--- config.mk ---
export PLATFORM = sky130hd
export DESIGN_NAME = btn_write_strobe_flat
export DESIGN_NICKNAME = d
export VERILOG_FILES = /design/src/rtl/btn_pkg.sv /design/src/rtl/btn_write_strobe_if.sv /design/src/rtl/sync_2ff.sv /design/src/rtl/btn_write_strobe.sv /design/src/flat_wrapper.sv
export SDC_FILE = /design/constraint.sdc
export NUM_CORES = 1
export LEC_CHECK = 0
export BUFFER_PORTS_ARGS = -buffer_cell sky130_fd_sc_hd__buf_4
export CAP_MARGIN = 5
export CORE_MARGIN = 1.5
export CORE_UTILIZATION = 45
export DETAILED_ROUTE_END_ITERATION = 10
export HOLD_SLACK_MARGIN = 0.03
export PLACE_DENSITY = 0.66
export SYNTH_ARGS = -nofsm -noshare
export SYNTH_HDL_FRONTEND = slang
export SYNTH_SLANG_ARGS = --single-unit
--- constraint.sdc ---
create_clock -name clk -period 3.15 [get_ports clk]
set_input_delay 0.4725 -clock clk [delete_from_list [all_inputs] [get_ports clk]]
set_output_delay 0.4725 -clock clk [all_outputs]
set_load 0.005 [all_outputs]
--- src/rtl/btn_pkg.sv ---
// btn_pkg: shared constants for the push-button write-strobe front end.
//   - Default debounce length: 10 ms at 100 MHz.
//   - FSM state encodings. These are kept as fixed 3-bit constants so that
//     legacy code and waveform viewers see the same state values.
package btn_pkg;

    localparam int unsigned DEBOUNCE_DEFAULT = 1_000_000;

    localparam logic [2:0] ST_IDLE       = 3'd0;
    localparam logic [2:0] ST_PRESS_DB   = 3'd1;
    localparam logic [2:0] ST_STROBE     = 3'd2;
    localparam logic [2:0] ST_HELD       = 3'd3;
    localparam logic [2:0] ST_RELEASE_DB = 3'd4;

endpackage

--- src/rtl/btn_write_strobe_if.sv ---
// btn_write_strobe_if: groups the button, switch, and write-strobe signals.
//   btn_raw      raw push-button level (asynchronous)
//   data_in      switch data word, sampled when a strobe is issued
//   sel_in       bank select, sampled when a strobe is issued
//   wr_en        one-cycle write strobe per debounced press
//   wr_data      captured data, held until the next strobe
//   wr_sel       captured select, held until the next strobe
//   busy         FSM is not idle
//   press_count  strobes issued, modulo 256
// The master modport drives the button and switches. The slave modport is the
// strobe generator.
interface btn_write_strobe_if #(
    parameter int unsigned DATA_W = 8,
    parameter int unsigned SEL_W  = 2
);
    logic              btn_raw;
    logic [DATA_W-1:0] data_in;
    logic [SEL_W-1:0]  sel_in;
    logic              wr_en;
    logic [DATA_W-1:0] wr_data;
    logic [SEL_W-1:0]  wr_sel;
    logic              busy;
    logic [7:0]        press_count;

    modport master (
        output btn_raw, data_in, sel_in,
        input  wr_en, wr_data, wr_sel, busy, press_count
    );

    modport slave (
        input  btn_raw, data_in, sel_in,
        output wr_en, wr_data, wr_sel, busy, press_count
    );
endinterface

--- src/rtl/sync_2ff.sv ---
// sync_2ff: 1-bit two-flop synchroniser for an asynchronous input.
//   clk    destination clock
//   reset  asynchronous, active-high; clears both flops
//   d      asynchronous input
//   q      synchronised output, two clock edges after d
// The design places no logic between the two flops, so the metastability
// window stays clean.
module sync_2ff (
    input  logic clk,
    input  logic reset,
    input  logic d,
    output logic q
);
    logic meta_d, meta_q;
    logic sync_d, sync_q;

    always_comb begin
        meta_d = d;
        sync_d = meta_q;
    end

    always_ff @(posedge clk or posedge reset) begin
        if (reset) begin
            meta_q <= 1'b0;
            sync_q <= 1'b0;
        end else begin
            meta_q <= meta_d;
            sync_q <= sync_d;
        end
    end

    assign q = sync_q;
endmodule

--- src/rtl/btn_write_strobe.sv ---
// btn_write_strobe: synchronises and debounces a raw push-button. It emits
// exactly one single-cycle write strobe per clean press. On that strobe it
// captures the switch data word and the bank select for the downstream latch
// bank.
//   clk    system clock
//   reset  asynchronous, active-high reset
//   bus    btn_write_strobe_if.slave carrying
//          btn_raw, data_in, sel_in (inputs) and
//          wr_en, wr_data, wr_sel, busy, press_count (outputs)
// Parameters: DEBOUNCE_CYCLES (>=2) is the stable-level length for both press
// and release. DATA_W and SEL_W are the captured widths.
module btn_write_strobe
    import btn_pkg::*;
#(
    parameter int unsigned DEBOUNCE_CYCLES = DEBOUNCE_DEFAULT,
    parameter int unsigned DATA_W          = 8,
    parameter int unsigned SEL_W           = 2
) (
    input logic               clk,
    input logic               reset,
    btn_write_strobe_if.slave bus
);
    localparam int unsigned      CNT_W    = $clog2(DEBOUNCE_CYCLES);
    localparam logic [CNT_W-1:0] CNT_LAST = CNT_W'(DEBOUNCE_CYCLES - 1);

    logic              btn_s;
    logic [2:0]        state_d, state_q;
    logic [CNT_W-1:0]  cnt_d, cnt_q;
    logic              wr_en_d, wr_en_q;
    logic [DATA_W-1:0] wr_data_d, wr_data_q;
    logic [SEL_W-1:0]  wr_sel_d, wr_sel_q;
    logic [7:0]        press_count_d, press_count_q;

    sync_2ff u_sync (
        .clk   (clk),
        .reset (reset),
        .d     (bus.btn_raw),
        .q     (btn_s)
    );

    always_comb begin
        state_d       = state_q;
        cnt_d         = '0;        // counter restarts on every state entry
        wr_data_d     = wr_data_q;
        wr_sel_d      = wr_sel_q;
        press_count_d = press_count_q;
        // The strobe is registered from STROBE. It is asserted in the cycle
        // after that state, alongside the press_count update.
        wr_en_d       = (state_q == ST_STROBE);

        case (state_q)
            ST_IDLE: begin
                if (btn_s) state_d = ST_PRESS_DB;
            end
            ST_PRESS_DB: begin
                if (!btn_s) begin
                    state_d = ST_IDLE;
                end else if (cnt_q == CNT_LAST) begin
                    state_d   = ST_STROBE;
                    wr_data_d = bus.data_in;
                    wr_sel_d  = bus.sel_in;
                end else begin
                    cnt_d = cnt_q + 1'b1;
                end
            end
            ST_STROBE: begin
                state_d       = ST_HELD;
                press_count_d = press_count_q + 8'd1;
            end
            ST_HELD: begin
                if (!btn_s) state_d = ST_RELEASE_DB;
            end
            ST_RELEASE_DB: begin
                if (btn_s) begin
                    state_d = ST_HELD;
                end else if (cnt_q == CNT_LAST) begin
                    state_d = ST_IDLE;
                end else begin
                    cnt_d = cnt_q + 1'b1;
                end
            end
            default: state_d = ST_IDLE;
        endcase
    end

    always_ff @(posedge clk or posedge reset) begin
        if (reset) begin
            state_q       <= ST_IDLE;
            cnt_q         <= '0;
            wr_en_q       <= 1'b0;
            wr_data_q     <= '0;
            wr_sel_q      <= '0;
            press_count_q <= '0;
        end else begin
            state_q       <= state_d;
            cnt_q         <= cnt_d;
            wr_en_q       <= wr_en_d;
            wr_data_q     <= wr_data_d;
            wr_sel_q      <= wr_sel_d;
            press_count_q <= press_count_d;
        end
    end

    assign bus.wr_en       = wr_en_q;
    assign bus.wr_data     = wr_data_q;
    assign bus.wr_sel      = wr_sel_q;
    assign bus.busy        = (state_q != ST_IDLE);
    assign bus.press_count = press_count_q;
endmodule

--- src/flat_wrapper.sv ---
// flat-port wrapper written by rule: the top's interface ports become plain ports
module btn_write_strobe_flat import btn_pkg::*;
#(
    parameter int unsigned DEBOUNCE_CYCLES = DEBOUNCE_DEFAULT,
    parameter int unsigned DATA_W          = 8,
    parameter int unsigned SEL_W           = 2
)
  (clk, reset, bus_btn_raw, bus_data_in, bus_sel_in, bus_wr_en, bus_wr_data, bus_wr_sel, bus_busy, bus_press_count);
  btn_write_strobe_if #(.DATA_W(DATA_W), .SEL_W(SEL_W)) bus_i ();
  input logic clk;
  input logic reset;
  input wire logic [$bits(bus_i.btn_raw)-1:0] bus_btn_raw;
  input wire logic [$bits(bus_i.data_in)-1:0] bus_data_in;
  input wire logic [$bits(bus_i.sel_in)-1:0] bus_sel_in;
  output wire logic [$bits(bus_i.wr_en)-1:0] bus_wr_en;
  output wire logic [$bits(bus_i.wr_data)-1:0] bus_wr_data;
  output wire logic [$bits(bus_i.wr_sel)-1:0] bus_wr_sel;
  output wire logic [$bits(bus_i.busy)-1:0] bus_busy;
  output wire logic [$bits(bus_i.press_count)-1:0] bus_press_count;
  assign bus_i.btn_raw = bus_btn_raw;
  assign bus_i.data_in = bus_data_in;
  assign bus_i.sel_in = bus_sel_in;
  assign bus_wr_en = bus_i.wr_en;
  assign bus_wr_data = bus_i.wr_data;
  assign bus_wr_sel = bus_i.wr_sel;
  assign bus_busy = bus_i.busy;
  assign bus_press_count = bus_i.press_count;
  btn_write_strobe #(.DEBOUNCE_CYCLES(DEBOUNCE_CYCLES), .DATA_W(DATA_W), .SEL_W(SEL_W)) u_core (.clk(clk), .reset(reset), .bus(bus_i));
endmodule
======== After elaboration in Yosys (flattened, before gate mapping) ========
Index checks and enable logic that the tools add are counted.
cells by class
  add/sub/neg operators ................... 2
  eq/ne operators ......................... 9
  multiplexer cells ....................... 11
  reductions and logical operators ........ 4
operator list
  operator               count
  $mux 20                3
  $pmux 20 s2            1
  $add 20x1->20 const B  1
  $eq 20x20->1 const B   1
  $mux 3                 6
  $pmux 3 s5             1
  $add 8x1->8 const B    1
  $eq 3x2->1 const B     2
  $ne 3x2->1 const B     2
  $ne 2x2->1 const B     2
  $reduce_and 4->1       1
  $eq 3x1->1 const B     1
  $eq 3x3->1 const B     1
  $logic_not 3->1        1
  $reduce_and 3->1       1
  $reduce_bool 3->1      1
word-level totals
  register bits after elaboration ......... 44
  bits of input ports ..................... 13
  output and inout port bits .............. 20
  word-level logic and storage cells ...... 34

======== Logic depth before layout (Yosys ltp) ========
  depth in word-level cells ............... 4
  gate-level depth with buffers ........... 7
  mapped depth without buffers ............ 5

======== Hierarchy ========
Synthesis repeated with hierarchy kept, for this count alone.
unflattened totals
  cell total of the unflattened synthesis .. 185
  area total of the unflattened synthesis .. 2009.4 µm²
by module, submodules not included
  module            times used  cells each  area each (µm²)  sequential area each (µm²)
  btn_write_strobe  1           182         1955.6           1051.0
  sync_2ff          1           3           53.8             50.0

======== Least setup slack after synthesis ========
Ideal clock, no wire load.
  path type ............................... register to register
  start point ............................. register u_core.cnt_q[0]
  end point ............................... register u_core.wr_data_q[0], in the netlist u_core.bus.wr_data[0]
  library setup time ...................... 0.125 ns
  arrival time ............................ 1.778 ns
  data required time ...................... 3.025 ns
  path slack .............................. 1.247 ns
  cell stages (with the launch flop) ...... 8
  buffers on the path ..................... 2
  clock period less this slack ............ 1.903 ns
  cells stage by stage .................... dfrtp_1 > ha_1 > and2_1 > buf_2 > nand2_4 > or4b_1 > buf_6 > mux2_4
on the way
  longest elaborated chain between the ends .. 2
ends and longest elaborated chain
  what                               RTL line                RTL
  from (decl)                        btn_write_strobe.sv:28  logic [CNT_W-1:0] cnt_d, cnt_q;
  from (signal assigned)             btn_write_strobe.sv:96  cnt_q <= cnt_d;
  $eq 20x20->1                       btn_write_strobe.sv:58  end else if (cnt_q == CNT_LAST) begin
  $reduce_and 3->1 (no source line)  --
  to (signal assigned)               btn_write_strobe.sv:98  wr_data_q <= wr_data_d;
  to (decl)                          btn_write_strobe.sv:30  logic [DATA_W-1:0] wr_data_d, wr_data_q;
Every way passes these cells.
A chain may end at the register's enable or synchronous reset.

======== Worst setup path after layout ========
  start point ............................. register u_core.cnt_q[0]
  end point ............................... register u_core.wr_data_q[5], in the netlist u_core.bus.wr_data[5]
Same word-level chain as after synthesis.

==> flow_metrics.tcl <==
set metrics [dict create \
    gr-total-overflow 0 \
    start_util 0.471 \
    core-area_um2 4380 \
    first_pass_iters 4 \
    endpoint_kind "flop" \
    cts_sinks 44 \
    dp_hpwl_mm 2.73 \
    timing.fmax_mhz 438 \
    ys_seq_area_frac 0.533 \
    grt_pass1_vias 1433 \
    cts_tree "done" \
    irDropWorstVdd_v 0.000286 \
    drc 0 \
    worstPathArrival_ns 2.47 \
    yosys.area.top_type "dfrtp_1" \
    syn-cell-area_um2 2060 \
    synth-edff-count 0 \
    status "completed" \
    insertion_delay_ns 0.30 \
    worstPathMaxFanout 10 \
    cts_hold_buf 0 \
    cts_buffer_depth 2 \
    h-tree-depth 2 \
    syn_inst 181 \
    max_slew_margin 0.287 \
    dieArea_um2 5000 \
    clkSlewWorstSetupHoldPaths_ns 0.08 \
    powerDensity_nw_per_um2 451 \
    drtIter0Drc 46 \
    clockRootBuffer "clkbuf_8" \
    fin_tns_setup_ns 0 \
    post-cts-setup-buffer-count 0 \
    worst-setup-path-type "flop to flop" \
    syn_avg_cell_area_um2 11.4 \
    rsz0062_at_grt "false" \
    synth.top_cell.area_share 0.533 \
    grt_pass1_wl_mm 6.60 \
    yosysMostFrequentCell "dfrtp_1" \
    final_hold_viol_count 0 \
    cts_buffers 5 \
    synth_top_flop_cell "dfrtp_1" \
    grt_usage 0.168 \
    start_kind "flop" \
    ys_ff_latch 44 \
    io_buffers 32 \
    min_period_ns 2.28 \
    layoutNonFillerInstCount 267 \
    fin_nets 229 \
    wl_per_cell_um 14.5 \
    vias 1435 \
    die_y_um 70.7 \
    synth_area_leaders "dfrtp_1 (53%), mux2_4 (7.3%), xor2_1 (5.1%), xnor2_1 (3.0%), nor2_1 (2.9%)" \
    min_period_over_period 0.724 \
    hold_path.class "input port to flop" \
    vias_per_cell 5.37 \
    detail-route-antenna-nets 0 \
    finClkSkew_ns 0.00355 \
    setup-violations-final 0 \
    synth_nets 196 \
    num_antenna_cells 0 \
    ios 33 \
    grt_antenna_before_repair 0 \
    ys_warn_count 0 \
    drv_cap 0 \
    ys_async_sr_fraction 1.00 \
    worstMarginPinSlew_ns 1.07 \
    leakage_nw 1.19 \
    drive_gt1_frac 0.298 \
    finalPower_mw 1.11 \
    yosysUniqueCellTypes 34 \
    wl_mm 3.86 \
    slew_violations 0 \
    rows 24 \
    syn_to_final_growth_pct 19.8 \
    dp_cells 259 \
    cts_resized 0 \
    grt_max_degree 30 \
    ys_top_cells_by_count "dfrtp_1 (44), nor2_1 (16), xor2_1 (12), nand2_1 (11), mux2_4 (10)" \
    gp_congestion 0.754 \
    die_x_um 70.7 \
    worstPathRequired_ns 3.34 \
]
==> metrics by stage <==
stage	utilization	hold slack, ns	area, um2	setup slack, ns
3_5_place_dp	0.535	0.340	2350	0.866
3_3_place_gp	0.535	0.344	2350	0.974
2_1_floorplan	-	0.331	2060	1.25
4_1_cts	0.564	0.264	2470	0.857
5_1_grt	0.564	0.261	2470	0.756
6_report	0.564	0.271	2470	0.869
==> path summary, 6_finish.rpt <==
| kind | start | end | slack, ns | depth (start not counted) |
|---|---|---|---|---|
| worst min register to register | u_core.u_sync.meta_q$_DFF_PP0_ | u_core.u_sync.q$_DFF_PP0_ | 0.36 | 0 |
| worst max register to register | u_core.cnt_q[0]$_DFF_PP0_ | u_core.bus.wr_data[5]$_DFFE_PP0P_ | 0.87 | 5 |
| worst max-delay path | u_core.cnt_q[0]$_DFF_PP0_ | u_core.bus.wr_data[5]$_DFFE_PP0P_ | 0.87 | 5 |
| worst min-delay path | bus_btn_raw | u_core.u_sync.meta_q$_DFF_PP0_ | 0.27 | 1 |
| max in group asynchronous | reset | u_core.bus.wr_data[2]$_DFFE_PP0P_ | 1.99 | 3 |
| min in group asynchronous | reset | u_core.bus.press_count[7]$_DFFE_PP0P_ | 0.43 | 2 |
==> routing by layer <==
metal	GRT usage	wire length, um
met5	0	0
met4	0.0713	73
met1	0.206	1770
met2	0.275	1820
met3	0.0527	203
==> critical path: stages (launching register included) <==
cell	delay [ns]
dfrtp_1	0.38
ha_1	0.19
and2_1	0.30
nand2_4	0.12
or4b_1	0.78
mux2_4	0.40
==> logic make-up (layout without fill, tap and decap cells) <==
kind of cell | after synthesis | count (layout) | synth area share
AO/OA/AOI/OAI | 21 | 21 | 0.0594
flip-flops | 44 | 44 | 0.533
adder cells (fa/ha/maj) | 2 | 2 | 0.0121
multiplexers | 11 | 11 | 0.0782
AND/OR/NAND/NOR | 72 | 72 | 0.209
buffers and inverters | 12 | 46 | 0.0273
XOR/XNOR | 19 | 19 | 0.0806
==> cells in the final DEF, fill, tap and decap left out, drive strengths merged, types with 2 or more instances in the layout <==
cell | netlist | layout
ha | 2 | 2
nand3b | 2 | 2
and3 | 6 | 6
nand2 | 12 | 12
nand4 | 6 | 6
xor2 | 12 | 12
nand3 | 9 | 9
mux2 | 11 | 11
a21oi | 8 | 8
xnor2 | 7 | 7
buf | 4 | 35
o211ai | 2 | 2
or3 | 3 | 3
clkbuf | 5 | 7
and2 | 3 | 3
o21ai | 7 | 7
or4b | 2 | 2
and4 | 4 | 4
or4 | 3 | 3
inv | 3 | 3
dfrtp | 44 | 44
nor2 | 16 | 16
o31ai | 3 | 3
==> final cells by class <==
class / instances / area, um2
multi-input cells: 125 / 907
inverters: 3 / 11.3
fillers: 387 / 1910
clock inverters: 1 / 30.0
well taps: 52 / 65.1
flip-flops and latches: 44 / 1100
clock buffers: 7 / 96.3
repair buffers: 35 / 263
==> power by group <==
part	internal [mW]	switching (mW)	total, mW
logic	0.0332	0.0280	0.0612
registers	0.575	0.00829	0.583
clock network	0.280	0.191	0.470
==> state kept, by name, summed over array words and instances, names as in the netlist <==
register and cells:
u_core.cnt_q 20, u_core.bus.press_count 8, u_core.bus.wr_data 8, u_core.state_q 3
u_core.bus.wr_sel 2, u_core.bus.wr_en 1, u_core.u_sync.meta_q 1, u_core.u_sync.q 1
Note: power is estimated with default switching activity, not from simulation.
